File: src/rtl/lottery_pkg.sv
// rtl/lottery_pkg.sv - shared types and default constants for the lottery draw path
package lottery_pkg;
   localparam logic [7:0] DEF_SEED      = 8'h89;
   localparam logic [7:0] DEF_TAPS      = 8'hF3;
   localparam int         DEF_MAX_VALUE = 73;

   typedef logic [7:0] num_t;

   typedef enum logic [1:0] {
      ST_IDLE    = 2'd0,
      ST_DRAW    = 2'd1,
      ST_PRESENT = 2'd2,
      ST_DONE    = 2'd3
   } state_e;
endpackage

File: src/rtl/lottery_draw_ctrl_lfsr8.sv
// rtl/lottery_draw_ctrl_lfsr8.sv - free-running 8-bit Galois LFSR (module lfsr8) with seed load
module lfsr8
   import lottery_pkg::*;
#(
   parameter num_t TAPS = DEF_TAPS,
   parameter num_t SEED = DEF_SEED
) (
   input  logic clk,
   input  logic rst_n,
   input  logic load,
   input  num_t seed,
   output num_t q
);
   num_t q_d, q_q;

   // A zero seed would lock the register, so it is replaced by SEED.
   always_comb begin
      if (load) begin
         q_d = (seed == '0) ? SEED : seed;
      end else begin
         q_d = {q_q[6:0], 1'b0} ^ ({8{q_q[7]}} & {TAPS[7:1], 1'b1});
      end
   end

   always_ff @(posedge clk or negedge rst_n) begin
      if (!rst_n) q_q <= SEED;
      else        q_q <= q_d;
   end

   assign q = q_q;
endmodule

File: src/rtl/lottery_draw_ctrl.sv
// rtl/lottery_draw_ctrl.sv - draw sequencer: LFSR sampling, range/repeat filter, valid/ack output
// Optional duplicate rejection within a round: LOTTERY_NO_REPEAT_EN.
module lottery_draw_ctrl
   import lottery_pkg::*;
#(
   parameter int   NUM_DRAWS = 6,
   parameter int   MAX_VALUE = DEF_MAX_VALUE,
   parameter num_t SEED      = DEF_SEED,
   parameter num_t TAPS      = DEF_TAPS
) (
   input  logic       clk,
   input  logic       rst_n,
   input  logic       start,
   input  logic       abort,
   input  logic       seed_load,
   input  logic [7:0] seed_in,
   input  logic       num_ack,
   output logic [7:0] num_out,
   output logic       num_valid,
   output logic [7:0] draw_idx,
   output logic       busy,
   output logic       done
);
   localparam num_t MAX_V    = num_t'(MAX_VALUE);
   localparam num_t LAST_IDX = num_t'(NUM_DRAWS - 1);

   state_e state_d, state_q;
   num_t   num_out_d, num_out_q;
   num_t   draw_cnt_d, draw_cnt_q;
   logic   num_valid_d, num_valid_q;
   num_t   lfsr;
   logic   idle, in_range, accept;

   assign idle = (state_q == ST_IDLE);

   lfsr8 #(.TAPS(TAPS), .SEED(SEED)) u_lfsr (
      .clk   (clk),
      .rst_n (rst_n),
      .load  (seed_load && idle),
      .seed  (seed_in),
      .q     (lfsr)
   );

   assign in_range = (lfsr != '0) && (lfsr <= MAX_V);

`ifdef LOTTERY_NO_REPEAT_EN
   logic [MAX_VALUE:0] used_d, used_q, hit_vec;

   always_comb begin
      hit_vec = '0;
      for (int i = 0; i <= MAX_VALUE; i++) hit_vec[i] = (lfsr == num_t'(i));
   end

   assign accept = in_range && !(|(used_q & hit_vec));

   always_comb begin
      used_d = used_q;
      if (idle && start) begin
         used_d = '0;
      end else if ((state_q == ST_DRAW) && !abort && accept) begin
         used_d = used_q | hit_vec;
      end
   end

   always_ff @(posedge clk or negedge rst_n) begin
      if (!rst_n) used_q <= '0;
      else        used_q <= used_d;
   end
`else
   assign accept = in_range;
`endif

   always_comb begin
      state_d     = state_q;
      num_out_d   = num_out_q;
      num_valid_d = num_valid_q;
      draw_cnt_d  = draw_cnt_q;
      case (state_q)
         ST_IDLE: begin
            if (start) begin
               state_d    = ST_DRAW;
               draw_cnt_d = '0;
            end
         end
         ST_DRAW: begin
            if (abort) begin
               state_d = ST_IDLE;
            end else if (accept) begin
               num_out_d   = lfsr;
               num_valid_d = 1'b1;
               state_d     = ST_PRESENT;
            end
         end
         ST_PRESENT: begin
            // abort wins over a simultaneous ack so a cancelled round never reports done
            if (abort) begin
               num_valid_d = 1'b0;
               state_d     = ST_IDLE;
            end else if (num_ack) begin
               num_valid_d = 1'b0;
               if (draw_cnt_q == LAST_IDX) begin
                  state_d = ST_DONE;
               end else begin
                  draw_cnt_d = draw_cnt_q + 8'd1;
                  state_d    = ST_DRAW;
               end
            end
         end
         ST_DONE: state_d = ST_IDLE;
         default: state_d = ST_IDLE;
      endcase
   end

   always_ff @(posedge clk or negedge rst_n) begin
      if (!rst_n) begin
         state_q     <= ST_IDLE;
         num_out_q   <= '0;
         num_valid_q <= 1'b0;
         draw_cnt_q  <= '0;
      end else begin
         state_q     <= state_d;
         num_out_q   <= num_out_d;
         num_valid_q <= num_valid_d;
         draw_cnt_q  <= draw_cnt_d;
      end
   end

   assign num_out   = num_out_q;
   assign num_valid = num_valid_q;
   assign draw_idx  = draw_cnt_q;
   assign busy      = (state_q == ST_DRAW) || (state_q == ST_PRESENT);
   assign done      = (state_q == ST_DONE);
endmodule

File: config.mk
export PLATFORM = sky130hd
export DESIGN_NAME = lottery_draw_ctrl
export DESIGN_NICKNAME = d
export VERILOG_FILES = /design/src/rtl/lottery_pkg.sv /design/src/rtl/lottery_draw_ctrl_lfsr8.sv /design/src/rtl/lottery_draw_ctrl.sv
export SDC_FILE = /design/constraint.sdc
export NUM_CORES = 1
export LEC_CHECK = 0
export CAP_MARGIN = 20
export CORE_MARGIN = 5
export CORE_UTILIZATION = 50
export CTS_CLUSTER_SIZE = 8
export DETAILED_ROUTE_END_ITERATION = 16
export GPL_ROUTABILITY_DRIVEN = 0
export PLACE_DENSITY = 0.9
export SLEW_MARGIN = 10
export SYNTH_ARGS = -nofsm -noshare
export SYNTH_HDL_FRONTEND = slang
export SYNTH_SLANG_ARGS = --single-unit
File: constraint.sdc
create_clock -name clk -period 4.7 [get_ports clk]
set_input_delay 0.47 -clock clk [delete_from_list [all_inputs] [get_ports clk]]
set_output_delay 0.47 -clock clk [all_outputs]
set_load 0.01 [all_outputs]
==> Word-level counts from Yosys, hierarchy flattened <==
Cells that the tools add are included.
W data, S select, Z words.
{ "totals": {"latch_bits": 0, "rom_bits": 0, "word_cells": 52, "register_bits": 27, "ram_bits": 0, "n_memories": 0} }
{ "classes": {"eq_ne": 12, "n_addsub": 1, "order_cmp": 1, "n_div": 0, "n_bitwise": 2, "n_mul": 0, "shift": 0, "mux": 19, "n_reduce_logical": 12} }
{ "ops": {"columns": ["op", "count"], "rows": [
  ["$mux W8", 6],
  ["$pmux W8 S2", 1],
  ["$mux W2", 6],
  ["$ne A2 B2 Y1 const B", 6],
  ["$add A8 B1 Y8 const B", 1],
  ["$eq A8 B3 Y1 const B", 1],
  ["$le A8 B7 Y1 const B", 1],
  ["$logic_not A8 Y1", 1],
  ["$pmux W2 S4", 1],
  ["$reduce_bool A8 Y1", 1],
  ["$xor A8 B8 Y8", 1],
  ["$ne A3 B3 Y1 const B", 2],
  ["$reduce_and A3 Y1", 2],
  ["$reduce_and A5 Y1", 1],
  ["$eq A2 B2 Y1 const B", 2],
  ["$mux W1", 4],
  ["$reduce_and A4 Y1", 1],
  ["$reduce_bool A2 Y1", 2],
  ["$eq A2 B1 Y1 const B", 1],
  ["$logic_and A1 B1 Y1", 2],
  ["$logic_not A2 Y1", 1],
  ["$pmux W1 S2", 1],
  ["$logic_or A1 B1 Y1", 1],
  ["$not A1 Y1", 1]
]} }

==> Depth between registers and ports, before layout <==
{ "logic_depth": {"word_depth": 5, "mapped_depth": 8, "depth_no_buf": 6} }

==> By module <==
From an unflattened synthesis, not the netlist that was laid out.
{ "unflattened": {"hier_cells": 146, "hier_area_um2": 1559.0} }
{ "by_module_without_submodules": {"columns": ["module", "n_inst", "seq_area_each_um2", "area_per_inst_um2", "cells_each"], "rows": [
  ["lottery_draw_ctrl", 1, 475.5, 1171.1, 111],
  ["lfsr8", 1, 203.9, 387.9, 35]
]} }

==> Worst setup path before layout <==
No wires, ideal clock.
{ "synth_timing": {"path_type": "reg-to-reg", "start": "reg u_lfsr.q_q[7], in the netlist u_lfsr.q[7]", "end": "reg num_out_q[0], in the netlist num_out[0]", "arrival_time_ns": 2.094, "n_path_buf": 2, "slack_ns": 2.481, "path_stages_with_launch": 9, "path_cell_list": "dfstp_2 clkbuf_1 inv_1 ha_1 nor3b_1 a22oi_1 and2_1 buf_6 mux2_4"} }
{ "synth_via": {"elab_chain_len": 3, "word_cells_on_any_way": 4, "classes_between": "1 x order compare; 3 x reduce/logical"} }
{ "synth_rtl": {"columns": ["item", "line", "rtl"], "rows": [
  ["start: declaration", "lottery_draw_ctrl_lfsr8.sv:14", "num_t q_d, q_q;"],
  ["start signal: assignment", "lottery_draw_ctrl_lfsr8.sv:27", "else q_q <= q_d;"],
  ["$le A8 B7 Y1 / $reduce_bool A8 Y1 (equally long branches)", "lottery_draw_ctrl.sv:44", "assign in_range = (lfsr != '0) && (lfsr <= MAX_V);"],
  ["$logic_and A1 B1 Y1 (*)", "lottery_draw_ctrl.sv:44", null],
  ["$reduce_and A3 Y1 (no source line) (*)", null, null],
  ["end signal: assignment", "lottery_draw_ctrl.sv:122", "num_out_q <= num_out_d;"],
  ["end: declaration", "lottery_draw_ctrl.sv:28", "num_t num_out_d, num_out_q;"]
]} }
Every way passes the cells marked *; elsewhere a longest branch is shown, timed or not.
A chain may end at the register's enable or synchronous reset.

==> Final worst setup path <==
{ "layout_timing": {"start": "reg u_lfsr.q_q[7], in the netlist u_lfsr.q[7]", "end": "reg num_out_q[4], in the netlist num_out[4]"} }
The elaborated chain is that of the path after synthesis.

==> metrics.md <==
| Metric | Value |
|---|---|
| Final Skew | `between 10 and 15 ps` |
| EDFF count, synth | `0` |
| DR DRC count | `0` |
| Critical Path AT | `around 2600 ps` |
| Flops & latches, synth | `27` |
| Hold Vio Cnt, Final | `0` |
| R2r setup slk | `2340 ps` |
| Crit path from | `u_lfsr.q[7]` |
| Die Height | `66.0 um` |
| Share of cells above drive strength 1 | `0.143` |
| CTS max path bufs | `2` |
| Worst min-delay path category | `in2async` |
| Synth cell types | `50` |
| Final instance count without filler cells | `219` |
| Nets | `roughly 200` |
| Share of power burned in registers | `0.396` |
| Final worst-path cycle share | `0.501` |
| Hold_buf cts | `0` |
| Top layer in use | `met4` |
| 1st-pass router iterations | `4` |
| Synth Instances | `about 140` |
| Met1 WL | `approximately 1400 um` |
| Count leader, synth | `dfrtp_1` |
| Synth async-reset ratio | `1.00` |
| Combinational share of power | `0.499` |
| Synth top cells by count | `24 x dfrtp_1, 9 x ha_1, 9 x nor2_1` |
| Met2 wire len | `roughly 1700 um` |
| FF+latch area | `679 sq um` |
| Core ar. | `around 0.0030 sq mm` |
| Crit-path slowest cell | `dfstp_2` |
| Leak pwr | `around 0.88 nW` |
| Largest net degree at the start of global routing | `28` |
| Chip width | `around 66 um` |
| Area grow syn2layout | `24.9%` |
| Vias | `1245` |
| Clock transition at path regs | `~160 ps` |
| Worst Tran Pin Value | `494 ps` |
| Die ar. | `between 0.004 and 0.005 sq mm` |
| Worst-Skew Late Latency | `around 340 ps` |
| Final min period | `~2400 ps` |
| Number of top-level pins | `33` |
| Max-slew headroom | `0.670` |
| Max VDD drop | `about 340 uV` |
| CTS sink cnt | `27` |
| CTS tree | `yes` |
| Startpoint Class | `flip-flop` |
| Post-route ant nets | `0` |
| Final Max Tran Viols | `0` |
| Max stage delay on crit path | `660 ps` |
| Area of the multi-input gates | `between 800 and 900 sq um` |
| Worst EP required | `roughly 5000 ps` |
| R2R depth | `6` |
| Row cnt | `20` |
| Initial Util | `0.517` |
| Setup Fix Bufs, Post-CTS | `0` |
| Setup TNS Final | `0 ps` |
| Synth top area share | `0.383` |
| GRT Overall Usage | `0.176` |
| First-pass GRT wire length | `between 5000 and 6000 um` |
| Max Clk Rate | `~420 MHz` |
| Crit-path max FO | `8` |
| RSZ-0062 raised after global routing | `false` |
| Setup Viol. Count Final | `0` |
| Average cell area after synthesis | `about 11 sq um` |
| Reg2reg end | `num_out[4]` |
| Worst R2R Start | `u_lfsr.q[7]` |
| CP Capture Type | `flip-flop` |
| TritonCTS buffer count | `3` |
| Synthesized Nets | `between 150 and 200` |
| Outcome | `complete, no violations` |
| N_diodes | `0` |
| 1st-iter DRT viols | `between 100 and 150` |
| Sw frac | `0.374` |
| Top FF cell, synth | `dfrtp_1` |
| Port bufs | `32` |
| Switching pwr | `0.000389 W` |
| Vias/cell | `around 5.7` |
| Leading area contributor after synthesis | `dfrtp_1` |
| CP Cell Sequence | `inv_1, ha_1, nor3b_1, a22oi_1, and2_1, mux2_4` |
| Post-synthesis cell area | `~0.0016 sq mm` |
| Post-Place Cells | `around 220` |
| Drt wl/cell | `15.7 um` |
| Fill count | `254` |
| Pint | `around 0.00065 W` |
| WL met3 | `197 um` |
| Antenna violations before repair | `0` |
| DP HPWL | `2660 um` |
| Max cap viols | `0` |
| Leading post-synthesis cells by cell area | `dfrtp_1 38%, mux2_4 7.7%, ha_1 7.2%, dfstp_2 5.0%, a21oi_1 2.2%` |
| Number of global-route vias before repair | `roughly 1300` |
| Clock Power Share | `0.105` |
| YS warnings | `0` |
| Final wirelength | `3440 um` |
| PwrDens | `approximately 530 mW/mm^2` |
| Fin util | `0.646` |
| Sequential area share after synthesis | `0.434` |
| WS Path Type | `reg2reg` |
| H-tree levels | `1` |
| Root buffer cell | `clkbuf_4` |
| Post-CTS Resized | `0` |
| GR Overflow Total | `0` |
## critical path: cells and delay by family, from the launching register on
kind | cells | cell delay [ps]
fa+ha+maj | 1 | 190
flops | 1 | 660
simple gates | 2 | 650
mux | 1 | 350
compound gates | 1 | 310
buf+inv | 1 | 110
## stage by stage
| stage | setup slack [ps] | hold WS, ps | instance area, sq um | total power (W) |
|---|---|---|---|---|
| floorplan | 2480 | 174 | 1570 | 0.000748 |
| global placement | 2450 | 502 | 1930 | 0.000911 |
| detailed placement | 2340 | 501 | 1930 | 0.000934 |
| CTS | 2350 | 499 | 1960 | 0.00105 |
| global route | 2220 | 497 | 1960 | 0.00112 |
| finish | 2340 | 480 | 1960 | 0.00104 |
## cells in the final DEF, fill, tap and decap left out, types with 3 or more instances in the layout
master / count
a21o_1: 3
nand2b_1: 4
and3_1: 3
nor3b_1: 3
nand3_1: 4
nand2_1: 6
clkdlybuf4s50_1: 32
clkbuf_4: 3
o21ai_0: 3
nor2_1: 9
inv_1: 5
ha_1: 9
nor2b_1: 3
a21oi_1: 7
mux2_4: 8
dfrtp_1: 24
dfstp_2: 3
xnor2_1: 4
## power groups by stage
stage	combinational [W]	clock [W]	sequential, W
3_3_place_gp	0.000500	0	0.000410
5_1_grt	0.000568	0.000125	0.000422
6_report	0.000519	0.000109	0.000412
4_1_cts	0.000525	0.000112	0.000411
3_5_place_dp	0.000521	0	0.000413
2_1_floorplan	0.000349	0	0.000399
## kinds of logic after synthesis
| logic type | share of synthesized area |
|---|---|
| AND/OR/NAND/NOR | 0.203 |
| flip-flops | 0.434 |
| adder cells (fa/ha/maj) | 0.0719 |
| buffers and inverters | 0.0272 |
| XOR/XNOR | 0.0335 |
| AO/OA/AOI/OAI | 0.147 |
| multiplexers | 0.0839 |
## how the worst max path moves through the flow
stage	to	slack, ps	depth (start not counted)
final	num_out[4]	2340	6
after global routing	num_out[6]	2220	6
after CTS	num_out[4]	2350	6
after detailed placement	num_out[4]	2340	5
after global placement	num_out[0]	2450	5
after floorplan	num_out[0]	2480	8
## flip-flops by register name (all words and copies together), names as in the netlist
| name | cells |
|---|---|
| draw_idx | 8 |
| u_lfsr.q | 8 |
| state_q | 2 |
| num_out | 8 |
| num_valid | 1 |
## layer usage
metal  vias up  track usage
met3        11       0.0425
met1       601        0.202
met2        46        0.312
met5         -            0
li1        587            -
met4         0       0.0711
## layout make-up
class                      count  area share
sequential                    27       0.347
inverter                       5     0.00959
multi-input combinational    106       0.432
clock inverter                 1     0.00448
tap                           44      0.0281
clock buffer                   3      0.0115
timing repair buffer          33       0.168
Note: power is estimated with default switching activity, not from simulation.
